**config.mk**
```make
export PLATFORM = sky130hd
export DESIGN_NAME = wallace_mac_accumulator_4
export DESIGN_NICKNAME = d
export VERILOG_FILES = /design/src/rtl/wallace_mac_accumulator_4.sv
export SDC_FILE = /design/constraint.sdc
export NUM_CORES = 1
export LEC_CHECK = 0
export ABC_AREA = 1
export CAP_MARGIN = 20
export CORE_UTILIZATION = 35
export DETAILED_ROUTE_END_ITERATION = 8
export GPL_ROUTABILITY_DRIVEN = 0
export PLACE_DENSITY = 0.51
export SLEW_MARGIN = 20
export SYNTH_ARGS = -nofsm -noshare
export SYNTH_HDL_FRONTEND = slang
export SYNTH_SLANG_ARGS = --single-unit
```
**constraint.sdc**
```tcl
create_clock -name clk -period 3.9 [get_ports clk]
set_clock_uncertainty 0.05 [all_clocks]
set_input_delay 0.585 -clock clk [delete_from_list [all_inputs] [get_ports clk]]
set_output_delay 0.585 -clock clk [all_outputs]
set_load 0.01 [all_outputs]
```
**src/rtl/wallace_mac_accumulator_4.sv**
```systemverilog
// rtl/wallace_mac_accumulator_4.sv - 4x4 Wallace/CLA multiply-accumulate over N_TERMS products
// Multiplier helper and the two-stage accumulate pipeline with ACCUM/DONE result handshake.

module wallace_mul_4x4 (
  input  logic [3:0] a,
  input  logic [3:0] b,
  output logic [7:0] p
);
  logic [7:0] pp0, pp1, pp2, pp3;
  logic [7:0] s1, c1, s2, c2;
  logic [6:0] m1, m2;
  logic [7:0] g, t;
  logic [3:0] cin_lo, cin_hi;
  logic       c4;

  function automatic logic [3:0] cla_cin(input logic [3:0] gg, input logic [3:0] pp,
                                         input logic ci);
    logic [3:0] c;
    c[0] = ci;
    c[1] = gg[0] | (pp[0] & ci);
    c[2] = gg[1] | (pp[1] & gg[0]) | (pp[1] & pp[0] & ci);
    c[3] = gg[2] | (pp[2] & gg[1]) | (pp[2] & pp[1] & gg[0]) | (pp[2] & pp[1] & pp[0] & ci);
    return c;
  endfunction

  assign pp0 = {4'b0000, a & {4{b[0]}}};
  assign pp1 = {3'b000, a & {4{b[1]}}, 1'b0};
  assign pp2 = {2'b00, a & {4{b[2]}}, 2'b00};
  assign pp3 = {1'b0, a & {4{b[3]}}, 3'b000};

  // Two carry-save layers reduce four rows to two; no row reaches bit 7, so carries stop at bit 7.
  assign s1 = pp0 ^ pp1 ^ pp2;
  assign m1 = (pp0[6:0] & pp1[6:0]) | (pp0[6:0] & pp2[6:0]) | (pp1[6:0] & pp2[6:0]);
  assign c1 = {m1, 1'b0};
  assign s2 = s1 ^ c1 ^ pp3;
  assign m2 = (s1[6:0] & c1[6:0]) | (s1[6:0] & pp3[6:0]) | (c1[6:0] & pp3[6:0]);
  assign c2 = {m2, 1'b0};

  assign g = s2 & c2;
  assign t = s2 ^ c2;
  assign c4 = g[3] | (t[3] & g[2]) | (t[3] & t[2] & g[1]) | (t[3] & t[2] & t[1] & g[0]);

  always_comb begin
    cin_lo = cla_cin(g[3:0], t[3:0], 1'b0);
    cin_hi = cla_cin(g[7:4], t[7:4], c4);
    p = t ^ {cin_hi, cin_lo};
  end
endmodule

module wallace_mac_accumulator_4 #(
  parameter int N_TERMS = 4,
  parameter int ACC_W   = 12
) (
  input  logic             clk,
  input  logic             rst,
  input  logic             in_valid,
  output logic             in_ready,
  input  logic [3:0]       a,
  input  logic [3:0]       b,
  output logic             out_valid,
  input  logic             out_ready,
  output logic [ACC_W-1:0] out_acc,
  output logic             out_ovf
);
  localparam int CW = $clog2(N_TERMS + 1);
  localparam logic [CW-1:0] N_MAX  = CW'(N_TERMS);
  localparam logic [CW-1:0] N_LAST = CW'(N_TERMS - 1);

  typedef enum logic {ACCUM = 1'b0, DONE = 1'b1} state_t;

  state_t           state_q, state_d;
  logic [ACC_W-1:0] acc_q, acc_d;
  logic             ovf_q, ovf_d;
  logic [CW-1:0]    cnt_in_q, cnt_in_d;
  logic [CW-1:0]    cnt_sum_q, cnt_sum_d;
  logic [7:0]       prod_q, prod_d;
  logic             prod_vld_q, prod_vld_d;
  logic [7:0]       mul_p;
  logic [ACC_W:0]   sum_ext;
  logic             in_fire;

  wallace_mul_4x4 u_mul (
    .a (a),
    .b (b),
    .p (mul_p)
  );

  assign in_ready  = (state_q == ACCUM) && (cnt_in_q < N_MAX);
  assign in_fire   = in_valid && in_ready;
  assign out_valid = (state_q == DONE);
  assign out_acc   = acc_q;
  assign out_ovf   = ovf_q;
  assign sum_ext   = {1'b0, acc_q} + {{(ACC_W - 7){1'b0}}, prod_q};

  always_comb begin
    state_d    = state_q;
    acc_d      = acc_q;
    ovf_d      = ovf_q;
    cnt_in_d   = cnt_in_q;
    cnt_sum_d  = cnt_sum_q;
    prod_d     = prod_q;
    prod_vld_d = 1'b0;
    if (state_q == DONE) begin
      if (out_ready) begin
        state_d   = ACCUM;
        acc_d     = '0;
        ovf_d     = 1'b0;
        cnt_in_d  = '0;
        cnt_sum_d = '0;
      end
    end else begin
      if (in_fire) begin
        prod_d     = mul_p;
        prod_vld_d = 1'b1;
        cnt_in_d   = cnt_in_q + CW'(1);
      end
      // Stage 2: fold last cycle's product in; the carry out of the top bit is sticky.
      if (prod_vld_q) begin
        acc_d     = sum_ext[ACC_W-1:0];
        ovf_d     = ovf_q | sum_ext[ACC_W];
        cnt_sum_d = cnt_sum_q + CW'(1);
        if (cnt_sum_q == N_LAST) state_d = DONE;
      end
    end
  end

  always_ff @(posedge clk or posedge rst) begin
    if (rst) begin
      state_q    <= ACCUM;
      acc_q      <= '0;
      ovf_q      <= 1'b0;
      cnt_in_q   <= '0;
      cnt_sum_q  <= '0;
      prod_q     <= '0;
      prod_vld_q <= 1'b0;
    end else begin
      state_q    <= state_d;
      acc_q      <= acc_d;
      ovf_q      <= ovf_d;
      cnt_in_q   <= cnt_in_d;
      cnt_sum_q  <= cnt_sum_d;
      prod_q     <= prod_d;
      prod_vld_q <= prod_vld_d;
    end
  end
endmodule

```
==> results of run 1 <==
==> state kept, by name, indices dropped and copies added (netlist names) <==
register and count:
cnt_in_q 3, cnt_sum_q 3, out_acc 12, prod_q 8
prod_vld_q 1, out_valid 1, out_ovf 1
==> path summary, 6_finish.rpt <==
check / start / endpoint / slack (ns) / cells after the start
setup / recovery: a[3] / prod_q[5] / 0.83 / 11
hold / removal: prod_q[0] / prod_q[0] / 0.45 / 2
setup reg to reg: out_acc[0] / out_acc[8] / 1.94 / 11
hold reg to reg: prod_q[0] / prod_q[0] / 0.45 / 2
max in group asynchronous: rst / cnt_sum_q[1] / 2.53 / 3
min in group asynchronous: rst / out_acc[3] / 0.63 / 2
==> per-layer routing <==
layer / vias to the layer above / wire length [um] / track usage (%) / part of all wire (%)
li1: 885 / - / - / -
met1: 750 / 1880 / 17.1 / 46
met2: 31 / 2060 / 27.2 / 50
met3: 4 / 144 / 4.02 / 3.5
met4: 0 / 40 / 5.00 / 0.97
met5: - / 0 / 0 / 0
==> where the power goes <==
| group | internal [W] | switching [W] | leakage [nW] | total, W |
|---|---|---|---|---|
| sequential | 0.000426 | 0.000103 | 0.371 | 0.000530 |
| combinational | 0.000379 | 0.000520 | 0.927 | 0.000899 |
| clock | 0.000123 | 0.000119 | 0.0450 | 0.000242 |
| total | 0.000929 | 0.000742 | 1.34 | 0.00167 |
==> synth_stat cells <==
cell / count
sky130_fd_sc_hd__nand3_1: 14
sky130_fd_sc_hd__buf_4: 1
sky130_fd_sc_hd__inv_1: 38
sky130_fd_sc_hd__xnor2_1: 1
sky130_fd_sc_hd__nor2_2: 3
sky130_fd_sc_hd__a21boi_0: 1
sky130_fd_sc_hd__o21ai_0: 9
sky130_fd_sc_hd__a21oi_4: 1
sky130_fd_sc_hd__a21oi_1: 11
sky130_fd_sc_hd__inv_2: 2
sky130_fd_sc_hd__nor3b_2: 1
sky130_fd_sc_hd__inv_8: 1
sky130_fd_sc_hd__buf_6: 1
sky130_fd_sc_hd__a32o_1: 1
sky130_fd_sc_hd__nor2_8: 1
sky130_fd_sc_hd__o21ai_1: 3
sky130_fd_sc_hd__nor2_1: 18
sky130_fd_sc_hd__a21oi_2: 2
sky130_fd_sc_hd__and2_1: 1
sky130_fd_sc_hd__fa_1: 7
sky130_fd_sc_hd__nand2_1: 86
sky130_fd_sc_hd__nand2_4: 2
sky130_fd_sc_hd__nand2_2: 1
sky130_fd_sc_hd__buf_2: 1
sky130_fd_sc_hd__a22o_2: 2
sky130_fd_sc_hd__inv_6: 1
sky130_fd_sc_hd__o21a_1: 1
sky130_fd_sc_hd__dfrtp_1: 29
sky130_fd_sc_hd__o22ai_1: 3
sky130_fd_sc_hd__ha_1: 18
sky130_fd_sc_hd__clkinv_4: 1
==> layout make-up <==
class | instances | area (um^2) | share of cell area (%)
clock inverters | 2 | 10.0 | 0.404
inverters | 43 | 179 | 7.22
flip-flops and latches | 29 | 726 | 29.3
well taps | 72 | 90.1 | 3.63
multi-input cells | 187 | 1130 | 45.7
clock buffers | 6 | 72.6 | 2.93
repair buffers | 27 | 268 | 10.8
==> kinds of logic after synthesis <==
logic type / after synthesis
flip-flops: 29
XOR/XNOR: 1
buffers and inverters: 46
adder cells (fa/ha/maj): 25
AND/OR/NAND/NOR: 127
AO/OA/AOI/OAI: 34
==> through the flow <==
stage | hold slack [ns] | total power, W | setup slack [ns]
2_1_floorplan | 0.403 | 0.00118 | 1.13
4_1_cts | 0.458 | 0.00170 | 0.813
5_1_grt | 0.484 | 0.00185 | 0.697
3_5_place_dp | 0.443 | 0.00145 | 0.517
3_3_place_gp | 0.435 | 0.00145 | 0.579
6_report | 0.452 | 0.00167 | 0.826
==> worst max-delay path, stage by stage <==
cell,delay [ns]
sky130_fd_sc_hd__clkdlybuf4s50_1,0.46
sky130_fd_sc_hd__nand2_1,0.09
sky130_fd_sc_hd__inv_1,0.06
sky130_fd_sc_hd__fa_1,0.53
sky130_fd_sc_hd__inv_1,0.05
sky130_fd_sc_hd__fa_1,0.52
sky130_fd_sc_hd__inv_1,0.04
sky130_fd_sc_hd__ha_1,0.21
sky130_fd_sc_hd__fa_1,0.38
sky130_fd_sc_hd__xnor2_1,0.16
sky130_fd_sc_hd__o21ai_0,0.08
==> impl_results.rst, run 1 <==
.. list-table::
   :header-rows: 1

   * - Metric
     - Value
   * - Area enclosed by the die boundary
     - 6200 um^2
   * - Maximum buffer depth of the clock tree
     - 2
   * - Result of the run
     - complete, no violations
   * - Xor-xnor portion of the synthesized cell area
     - 0.425%
   * - VDD IR max
     - 0.205 mV
   * - Final Instance Area
     - 2480 um^2
   * - Final critical-path share of the clock period
     - between 70% and 80%
   * - Wire length of the first global-routing pass
     - 7160 um
   * - Total of cells resized after clock tree synthesis
     - 0
   * - Cell types with the largest area share after synthesis
     - sky130_fd_sc_hd__dfrtp_1, sky130_fd_sc_hd__nand2_1, sky130_fd_sc_hd__ha_1
   * - Fraction of the core area covered by cells at the end of the flow
     - 44.2%
   * - Complex-gate fraction of the synthesized area
     - between 10% and 20%
   * - Number of search-and-repair iterations in the first detailed-routing pass
     - 4
   * - Worst skew pair latency
     - 0.28 ns
   * - Worst endpoint required time
     - approximately 4.0 ns
   * - Inserted Diodes
     - 0
   * - GR Overflow Total
     - 0
   * - Fraction of final layout cells sized beyond drive strength 1
     - under 10%
   * - Worst setup SP type
     - primary input
   * - Most common library cell in the layout ignoring fill and taps
     - sky130_fd_sc_hd__nand2_1
   * - Vertical die dimension
     - 78.8 um
   * - Main combinational cell family by area after synthesis
     - simple AND/OR/NAND/NOR gates
   * - Number of routed nets with antenna violations
     - 0
   * - Average footprint of a synthesized cell
     - 7.87 um^2
   * - Total global-route track usage
     - 15.1%
   * - Number of nets at the end of the flow
     - 330
   * - Placement Cell Area
     - 2400 um^2
   * - Share of cell area taken by muxes after synthesis
     - 0%
   * - Number of buffers added to fix hold violations after cts
     - 0
   * - Final setup fails
     - 0
   * - Floorplan core area
     - 5610 um^2
   * - Rel. slew slack
     - 57.8%
   * - Adder and majority cell fraction of the synthesized area
     - 17.7%
   * - I/O pin total
     - 27
   * - Total Negative Setup Slacks
     - 0 ns
   * - Sort of element at the end of the critical path
     - flip-flop
   * - RSZ-0062 raised after global routing
     - false
   * - Routed Wire Length
     - approximately 4100 um
   * - Cell type with the largest total area after synthesis
     - sky130_fd_sc_hd__dfrtp_1
   * - Unique masters post-synth
     - 31
   * - Antenna violations before repair
     - 0
   * - Largest net degree at the start of global routing
     - 17
   * - Part of the Yosys area used for sequential elements
     - a little over a third
   * - Clock tree from TritonCTS
     - built
   * - H-Tree Depth
     - 2
   * - Clk pin slew, worst setup/hold paths
     - 0.06 ns
   * - Maximum clock rate
     - about 330 MHz
   * - Category of the most critical setup path
     - in2reg
   * - Layout Area Growth over Synthesis
     - 20.2%
   * - Initial Util
     - a little under two fifths
   * - Total clock buffers created by CTS
     - 5
   * - Slew @ Worst Pin
     - 0.632 ns
   * - Master cell of the clock root buffer
     - sky130_fd_sc_hd__clkbuf_8
   * - Total of flip-flops plus latches after synthesis
     - 29
   * - Synth top area share
     - 35.2%
   * - Maximum fanout encountered on the critical timing path
     - 4
   * - Post-Synth Simple-Gate Area
     - 26.5%
   * - DRC violation count after routing
     - 0
   * - Clock sinks
     - 29
   * - Final-report max-slew violation count
     - 0
   * - Post-Synthesis Net Count
     - 299
   * - Hold Path Class
     - reg2reg
   * - Row Count
     - 27
   * - Post-synthesis instance area
     - 2060 um^2
   * - Post-Synthesis Cells
     - between 200 and 300
   * - Yosys warns
     - 0
   * - Routed via count divided by cell count
     - 4.56
   * - Leakage power summed over all cells
     - about 1.3 nW
   * - Placed cells
     - roughly 360
   * - Buffers inserted by post-CTS timing repair
     - 0
   * - Die boundary width
     - slightly below 80 um
   * - HPWL after detailed placement
     - 3320 um
   * - Maximum capacitance violations
     - 0
   * - Minimum period implied by the final worst setup slack
     - ~3.1 ns
   * - Buffers on Ports
     - 26
   * - Most used cells in the layout excluding fill and tap cells
     - sky130_fd_sc_hd__nand2_1, sky130_fd_sc_hd__inv_1, sky130_fd_sc_hd__dfrtp_1
   * - Final Non-Filler Cells
     - 366
   * - Power density cells
     - 674 nW/um^2
   * - Filler Cell Count
     - 600
   * - Number of vias after detailed routing
     - 1670
   * - Hold Violations, Final
     - 0
   * - Vias in the first global route
     - around 1700
   * - Arrival time at the worst endpoint
     - 3.17 ns
   * - Average detailed-routed wire length per instance
     - 11.3 um
   * - First-iteration detailed-routing DRC count
     - 45
(Power assumes the default switching activity.)
==> run 2, diff against run 1 <==
--- a/config.mk
+++ b/config.mk
@@ -10,7 +10,7 @@
 export CORE_UTILIZATION = 35
 export DETAILED_ROUTE_END_ITERATION = 8
 export GPL_ROUTABILITY_DRIVEN = 0
-export PLACE_DENSITY = 0.51
+export PLACE_DENSITY = 0.53
 export SLEW_MARGIN = 20
 export SYNTH_ARGS = -nofsm -noshare
 export SYNTH_HDL_FRONTEND = slang
==> constraint.sdc (replaced) <==
create_clock -name clk -period 2.6 [get_ports clk]
set_clock_uncertainty 0.05 [all_clocks]
set_input_delay 0.39 -clock clk [delete_from_list [all_inputs] [get_ports clk]]
set_output_delay 0.39 -clock clk [all_outputs]
set_load 0.01 [all_outputs]
==> run 2 against run 1 <==
Worst setup slack worse by 0.69 ns. Sequential power is 50% higher. Sequential share of layout area is 0.87 points lower. Die area stayed put. Critical path type unchanged. Design area is 3.1% higher.
==> impl_results.rst, run 2 (synthesized netlist as in run 1, its figures left out) <==
.. list-table::
   :header-rows: 1

   * - Metric
     - Value
   * - Final setup fails
     - 0 (unchanged)
   * - Slew @ Worst Pin
     - 0.375 ns (-0.257 ns)
   * - Maximum buffer depth of the clock tree
     - 2 (unchanged)
   * - Crit path max-delay cell type
     - sky130_fd_sc_hd__fa_1
   * - Sort of element at the end of the critical path
     - flip-flop
   * - Number of buffers added to fix hold violations after cts
     - 0 (unchanged)
   * - Antenna violations before repair
     - 0 (unchanged)
   * - Buffers on Ports
     - 26 (unchanged)
   * - Final critical-path share of the clock period
     - a little over nine tenths
   * - First-iteration detailed-routing DRC count
     - 70 (+56%)
   * - Average detailed-routed wire length per instance
     - 11.3 um (+0.35%)
   * - Maximum capacitance violations
     - 0 (unchanged)
   * - GR Overflow Total
     - 0 (unchanged)
   * - Wire length of the first global-routing pass
     - 7600 um (+6.1%)
   * - Number of cells on the worst reg-to-reg path
     - 11 (unchanged)
   * - Clk pin slew, worst setup/hold paths
     - 0.07 ns (about the same)
   * - Arrival time at the worst endpoint
     - 2.63 ns (-0.54 ns)
   * - Layout Area Growth over Synthesis
     - 23.9%
   * - Result of the run
     - complete, no violations
   * - Worst skew pair latency
     - 0.28 ns (about the same)
   * - RSZ-0062 raised after global routing
     - false
   * - Filler Cell Count
     - 609 (+1.5%)
   * - VDD IR max
     - 0.405 mV (+98%)
   * - Hold Path Class
     - in2async
   * - H-Tree Depth
     - 2 (unchanged)
   * - Worst setup SP type
     - primary input
   * - Worst endpoint required time
     - 2.76 ns (-1.24 ns)
   * - Minimum period implied by the final worst setup slack
     - roughly 2.5 ns
   * - Endpoint of the worst-slack reg-to-reg timing path
     - out_acc[8]
   * - Total global-route track usage
     - 15.9% (+0.79 points)
   * - Final-report max-slew violation count
     - 0 (unchanged)
   * - Area enclosed by the die boundary
     - 6200 um^2 (unchanged)
   * - Pre-CTS worst setup slack
     - -0.520 ns (-1.04 ns)
   * - Number of nets at the end of the flow
     - 339 (+2.7%)
   * - Total area of multi-input combinational cells
     - 1150 um^2 (+1.1%)
   * - Number of routed nets with antenna violations
     - 0 (unchanged)
   * - Highest Signal Layer
     - met4
   * - Launch instance of the worst register-to-register path
     - out_acc[0]
   * - DRC violation count after routing
     - 0 (unchanged)
   * - Most used cells in the layout excluding fill and tap cells
     - sky130_fd_sc_hd__nand2_1, sky130_fd_sc_hd__inv_1, sky130_fd_sc_hd__dfrtp_1
   * - Total met3 wirelength after detailed routing
     - 113 um (-22%)
   * - Stage delay of the slowest cell on the critical path
     - 0.53 ns (about the same)
   * - Most common library cell in the layout ignoring fill and taps
     - sky130_fd_sc_hd__nand2_1
   * - Row Count
     - 27 (unchanged)
   * - Routed via count divided by cell count
     - 4.56 (about the same)
   * - Placed cells
     - 367 (+2.5%)
   * - Die boundary width
     - 78.8 um (unchanged)
   * - Length of routed met2 wiring
     - 2090 um (+1.3%)
   * - Maximum clock rate
     - slightly above 400 MHz
   * - Floorplan core area
     - 5610 um^2 (unchanged)
   * - Number of vias after detailed routing
     - 1710 (+2.4%)
   * - Category of the most critical setup path
     - in2reg
   * - Power, Total
     - 0.00254 W (+52%)
   * - Hold Violations, Final
     - 0 (unchanged)
   * - Rel. slew slack
     - 75.0% (+17 points)
   * - Inserted Diodes
     - 0 (unchanged)
   * - Largest register FFs
     - 12 (unchanged)
   * - Total clock buffers created by CTS
     - 5 (unchanged)
   * - Vertical die dimension
     - 78.8 um (unchanged)
   * - Largest net degree at the start of global routing
     - 30 (+13)
   * - Vias in the first global route
     - 1707 (+3.3%)
   * - Number of search-and-repair iterations in the first detailed-routing pass
     - 4 (unchanged)
   * - Worst reg2reg setup slack
     - 0.63 ns (-1.31 ns)
   * - Register Area
     - 726 um^2 (unchanged)
   * - Crit-path cells
     - dlygate4sd2_1 -> nand2_1 -> inv_1 -> fa_1 -> inv_1 -> fa_1 -> inv_1 -> ha_2 -> fa_2 -> nand2_1 -> nand2_1
   * - Clock tree from TritonCTS
     - built
   * - Fraction of final layout cells sized beyond drive strength 1
     - 12.9% (+4.0 points)
   * - Final Non-Filler Cells
     - 375 (+2.5%)
   * - Master cell of the clock root buffer
     - sky130_fd_sc_hd__clkbuf_8
   * - Post-route setup slack
     - 0.133 ns (-0.693 ns)
   * - HPWL after detailed placement
     - 3360 um (+1.3%)
   * - Maximum fanout encountered on the critical timing path
     - 2 (-2)
   * - I/O pin total
     - 27 (unchanged)
   * - Power density cells
     - 992 nW/um^2 (+47%)
   * - Initial Util
     - 36.8% (unchanged)
   * - Routed Wire Length
     - 4240 um (+2.8%)
   * - Routed length on met1
     - 2010 um (+6.8%)
   * - Leakage power summed over all cells
     - 1.39 nW (+3.8%)
   * - Clock sinks
     - 29 (unchanged)
-- run 2: cell type report --
| class | instances | share of cell area, % |
|---|---|---|
| Multi-Input combinational cell | 187 | 44.9 |
| Inverter | 43 | 7.00 |
| Tap cell | 72 | 3.53 |
| Clock inverter | 3 | 0.686 |
| Sequential cell | 29 | 28.4 |
| Timing Repair Buffer | 36 | 12.8 |
| Clock buffer | 5 | 2.69 |
-- run 2: critical path: cells and delay by family --
kind | cells | cell delay (ns)
buf+inv | 4 | 0.38
simple gates | 3 | 0.17
fa+ha+maj | 4 | 1.69
-- run 2: report_power, final --
part | internal [W] | switching (W)
Sequential | 0.000639 | 0.000155
Clock | 0.000184 | 0.000183
Combinational | 0.000581 | 0.000792
Total | 0.00140 | 0.00113
-- run 2: worst max-delay path by stage --
| stage | startpoint | endpoint | slack, ns | depth (start not counted) |
|---|---|---|---|---|
| after CTS | a[3] | prod_q[4] | 0.06 | 11 |
| after detailed placement | a[3] | prod_q[5] | -0.52 | 11 |
| after floorplan | a[3] | prod_q[5] | 0.03 | 10 |
| after global placement | a[3] | prod_q[5] | -0.47 | 11 |
| after global routing | a[3] | prod_q[4] | 0.03 | 11 |
| final | a[3] | prod_q[4] | 0.13 | 11 |
-- run 2: layer usage --
layer / GRT usage (%) / up-vias
li1: - / 906
met1: 19.3 / 778
met2: 27.7 / 24
met3: 3.10 / 2
met4: 6.11 / 0
met5: 0 / -
-- run 2: metrics by stage --
stage / TNS (ns) / cell area (um^2) / hold WS [ns] / util [%]
floorplan: 0 / 2060 / 0.403 / -
global placement: -1.64 / 2460 / 0.427 / 43.9
detailed placement: -1.77 / 2460 / 0.429 / 43.9
CTS: 0 / 2550 / 0.438 / 45.4
global route: 0 / 2550 / 0.462 / 45.6
finish: 0 / 2550 / 0.425 / 45.6
-- run 2: what timing repair did --
item	CTS	global route
endpoints found under the setup margin	4	2
resized for setup	9	1
endpoints found under the hold margin	0	0
buffers inserted	0	0
pin swaps	4	2
==> run 3, diff against run 2 <==
--- a/config.mk
+++ b/config.mk
@@ -7,10 +7,10 @@
 export LEC_CHECK = 0
 export ABC_AREA = 1
 export CAP_MARGIN = 20
-export CORE_UTILIZATION = 35
+export CORE_UTILIZATION = 40
 export DETAILED_ROUTE_END_ITERATION = 8
 export GPL_ROUTABILITY_DRIVEN = 0
-export PLACE_DENSITY = 0.53
+export PLACE_DENSITY = 0.59
 export SLEW_MARGIN = 20
 export SYNTH_ARGS = -nofsm -noshare
 export SYNTH_HDL_FRONTEND = slang
==> run 3 against run 2 <==
Total power up 0.41%. Critical path depth unchanged. Die area down 12%. Largest cell class unchanged. Combinational power about the same. Sequential share of layout area up 0.15 points. Clock power up 1%. Sequential power about the same. Sequential cell count unchanged. Register-to-register slack worse by 0.02 ns.
==> impl_results.rst, run 3 (synthesized netlist as in run 1, its figures left out) <==
.. list-table::
   :header-rows: 1

   * - Metric
     - Value
   * - Routed via count divided by cell count
     - 4.65 (+1.9%)
   * - Number of routed nets with antenna violations
     - 0 (unchanged)
   * - Worst endpoint required time
     - 2.77 ns (about the same)
   * - Internal power contribution
     - 0.00140 W (-0.11%)
   * - Antenna violations before repair
     - 0 (unchanged)
   * - RSZ-0062 raised after global routing
     - false
   * - Maximum fanout encountered on the critical timing path
     - 2 (unchanged)
   * - Layout Area Growth over Synthesis
     - 23.2%
   * - Rel. slew slack
     - 74.8% (-0.15 points)
   * - Inserted Diodes
     - 0 (unchanged)
   * - Comb power frac
     - 54.1% (about the same)
   * - GR Overflow Total
     - 0 (unchanged)
   * - Final setup fails
     - 0 (unchanged)
   * - Met1 layer usage reported by global route
     - 20.8% (+1.6 points)
   * - VDD IR max
     - 0.317 mV (-22%)
   * - Fraction of final layout cells sized beyond drive strength 1
     - 12.5% (-0.33 points)
   * - Post-route setup slack
     - 0.124 ns (-0.00901 ns)
   * - Switching power summed over all nets
     - 0.00114 W (+1.1%)
   * - Number of nets at the end of the flow
     - 339 (unchanged)
   * - Slew @ Worst Pin
     - 0.377 ns (+0.00130 ns)
   * - Power density cells
     - 1000 nW/um^2 (+0.96%)
   * - Number of vias after detailed routing
     - 1719 (+0.53%)
   * - Master cell of the clock root buffer
     - sky130_fd_sc_hd__clkbuf_8
   * - Peak-usage layer in the global routing report
     - met2
   * - Clock sinks
     - 29 (unchanged)
   * - Floorplan core area
     - 4850 um^2 (-14%)
   * - Total clock buffers created by CTS
     - 5 (unchanged)
   * - Largest net degree at the start of global routing
     - 30 (unchanged)
   * - Sort of element at the end of the critical path
     - flip-flop
   * - Largest register FFs
     - 12 (unchanged)
   * - Clock tree from TritonCTS
     - built
   * - Result of the run
     - complete, no violations
   * - I/O pin total
     - 27 (unchanged)
   * - Worst skew pair latency
     - 0.29 ns (about the same)
   * - Fraction of power consumed by the clock network
     - 14.6% (about the same)
   * - Buffers on Ports
     - 26 (unchanged)
   * - HPWL after detailed placement
     - 3270 um (-2.6%)
   * - GR met3 Demand/Resource
     - 4.12% (+1.0 points)
   * - Clk pin slew, worst setup/hold paths
     - 0.07 ns (about the same)
   * - Final Instance Area
     - 2540 um^2 (-0.54%)
   * - Initial Util
     - 42.5% (+5.8 points)
   * - Category of the most critical setup path
     - in2reg
   * - Area enclosed by the die boundary
     - 5450 um^2 (-12%)
   * - Most common library cell in the layout ignoring fill and taps
     - sky130_fd_sc_hd__nand2_1
   * - First-iteration detailed-routing DRC count
     - 41 (-41%)
   * - Met2 usage
     - 29.6% (+1.9 points)
   * - Arrival time at the worst endpoint
     - 2.65 ns (+0.02 ns)
   * - Maximum clock rate
     - 404 MHz (-0.36%)
   * - Routed Wire Length
     - 4120 um (-2.8%)
   * - Worst setup SP type
     - primary input
   * - Maximum capacitance violations
     - 0 (unchanged)
   * - Die boundary width
     - 73.8 um (-6.3%)
   * - Most used cells in the layout excluding fill and tap cells
     - sky130_fd_sc_hd__nand2_1, sky130_fd_sc_hd__inv_1, sky130_fd_sc_hd__dfrtp_1
   * - Final critical-path share of the clock period
     - 95.2% (+0.35 points)
   * - Hold Path Class
     - in2async
   * - Leakage power summed over all cells
     - 1.39 nW (-0.30%)
   * - Average detailed-routed wire length per instance
     - 11.1 um (-1.5%)
   * - H-Tree Depth
     - 2 (unchanged)
   * - Minimum period implied by the final worst setup slack
     - 2.48 ns (+0.00901 ns)
   * - Row Count
     - 25 (-7.4%)
   * - Maximum buffer depth of the clock tree
     - 2 (unchanged)
   * - Pre-CTS worst setup slack
     - -0.558 ns (-0.0378 ns)
   * - Wire length of the first global-routing pass
     - 7000 um (-7.8%)
   * - Final-report max-slew violation count
     - 0 (unchanged)
   * - Total global-route track usage
     - 17.2% (+1.3 points)
   * - Fraction of power spent switching nets
     - 44.9% (+0.29 points)
   * - Proportion of power drawn by flip-flops and latches
     - 31.3% (about the same)
   * - Number of buffers added to fix hold violations after cts
     - 0 (unchanged)
   * - Number of search-and-repair iterations in the first detailed-routing pass
     - 4 (unchanged)
   * - Placement Cell Area
     - 2460 um^2 (-0.25%)
   * - Vertical die dimension
     - 73.8 um (-6.3%)
   * - Vias in the first global route
     - 1599 (-6.3%)
   * - DRC violation count after routing
     - 0 (unchanged)
   * - Hold Violations, Final
     - 0 (unchanged)
run 3: path summary, 6_finish.rpt:
| check | slack, ns | from | end | depth (start not counted) |
|---|---|---|---|---|
| max in group asynchronous | 1.80 | rst | out_acc[3] | 3 |
| hold / removal | 0.42 | rst | cnt_in_q[1] | 3 |
| setup reg to reg | 0.61 | out_acc[0] | out_acc[10] | 11 |
| min in group clk | 0.45 | prod_q[4] | prod_q[4] | 2 |
| hold reg to reg | 0.45 | prod_q[4] | prod_q[4] | 2 |
| setup / recovery | 0.12 | a[3] | prod_q[4] | 11 |
run 3: what timing repair did:
item	4_1_cts	5_1_grt
setup endpoints to repair	4	2
buffers inserted	0	0
resized for setup	8	0
pin swaps	3	2
run 3: metrics by stage:
stage	hold slack, ns	TNS [ns]	std cells	power, W	util [%]
after floorplan	0.403	0	262	0.00177	-
after CTS	0.430	0	370	0.00257	52.4
after global routing	0.460	0	370	0.00280	52.4
final	0.417	0	370	0.00255	52.4
after global placement	0.425	-1.65	362	0.00216	50.7
after detailed placement	0.431	-1.96	362	0.00219	50.7
run 3: power groups by stage:
stage	sequential, W	clock [W]	combinational, W
floorplan	0.000799	0	0.000967
global placement	0.000799	0	0.00136
detailed placement	0.000805	0	0.00138
CTS	0.000797	0.000382	0.00139
global route	0.000820	0.000405	0.00158
finish	0.000797	0.000372	0.00138
run 3: area by class of cell:
| class | instances | area, um^2 |
|---|---|---|
| Fill cell | 489 | 2310 |
| Multi-Input combinational cell | 187 | 1140 |
| Sequential cell | 29 | 726 |
| Timing Repair Buffer | 36 | 328 |
| Inverter | 43 | 179 |
| Tap cell | 67 | 83.8 |
| Clock buffer | 5 | 68.8 |
| Clock inverter | 3 | 17.5 |
run 3: layer usage:
metal  up-vias  wire (um)
li1        909          -
met1       776       1940
met2        28       2030
met3         6        105
met4         0         49
met5         -          0
run 3: critical path: stages:
cell and delay, ns:
sky130_fd_sc_hd__dlygate4sd2_1 0.25, sky130_fd_sc_hd__nand2_1 0.06, sky130_fd_sc_hd__inv_1 0.05, sky130_fd_sc_hd__fa_1 0.53, sky130_fd_sc_hd__inv_1 0.05, sky130_fd_sc_hd__fa_1 0.47, sky130_fd_sc_hd__inv_1 0.04, sky130_fd_sc_hd__ha_2 0.17
sky130_fd_sc_hd__fa_2 0.51, sky130_fd_sc_hd__nand2_1 0.05, sky130_fd_sc_hd__nand2_1 0.07
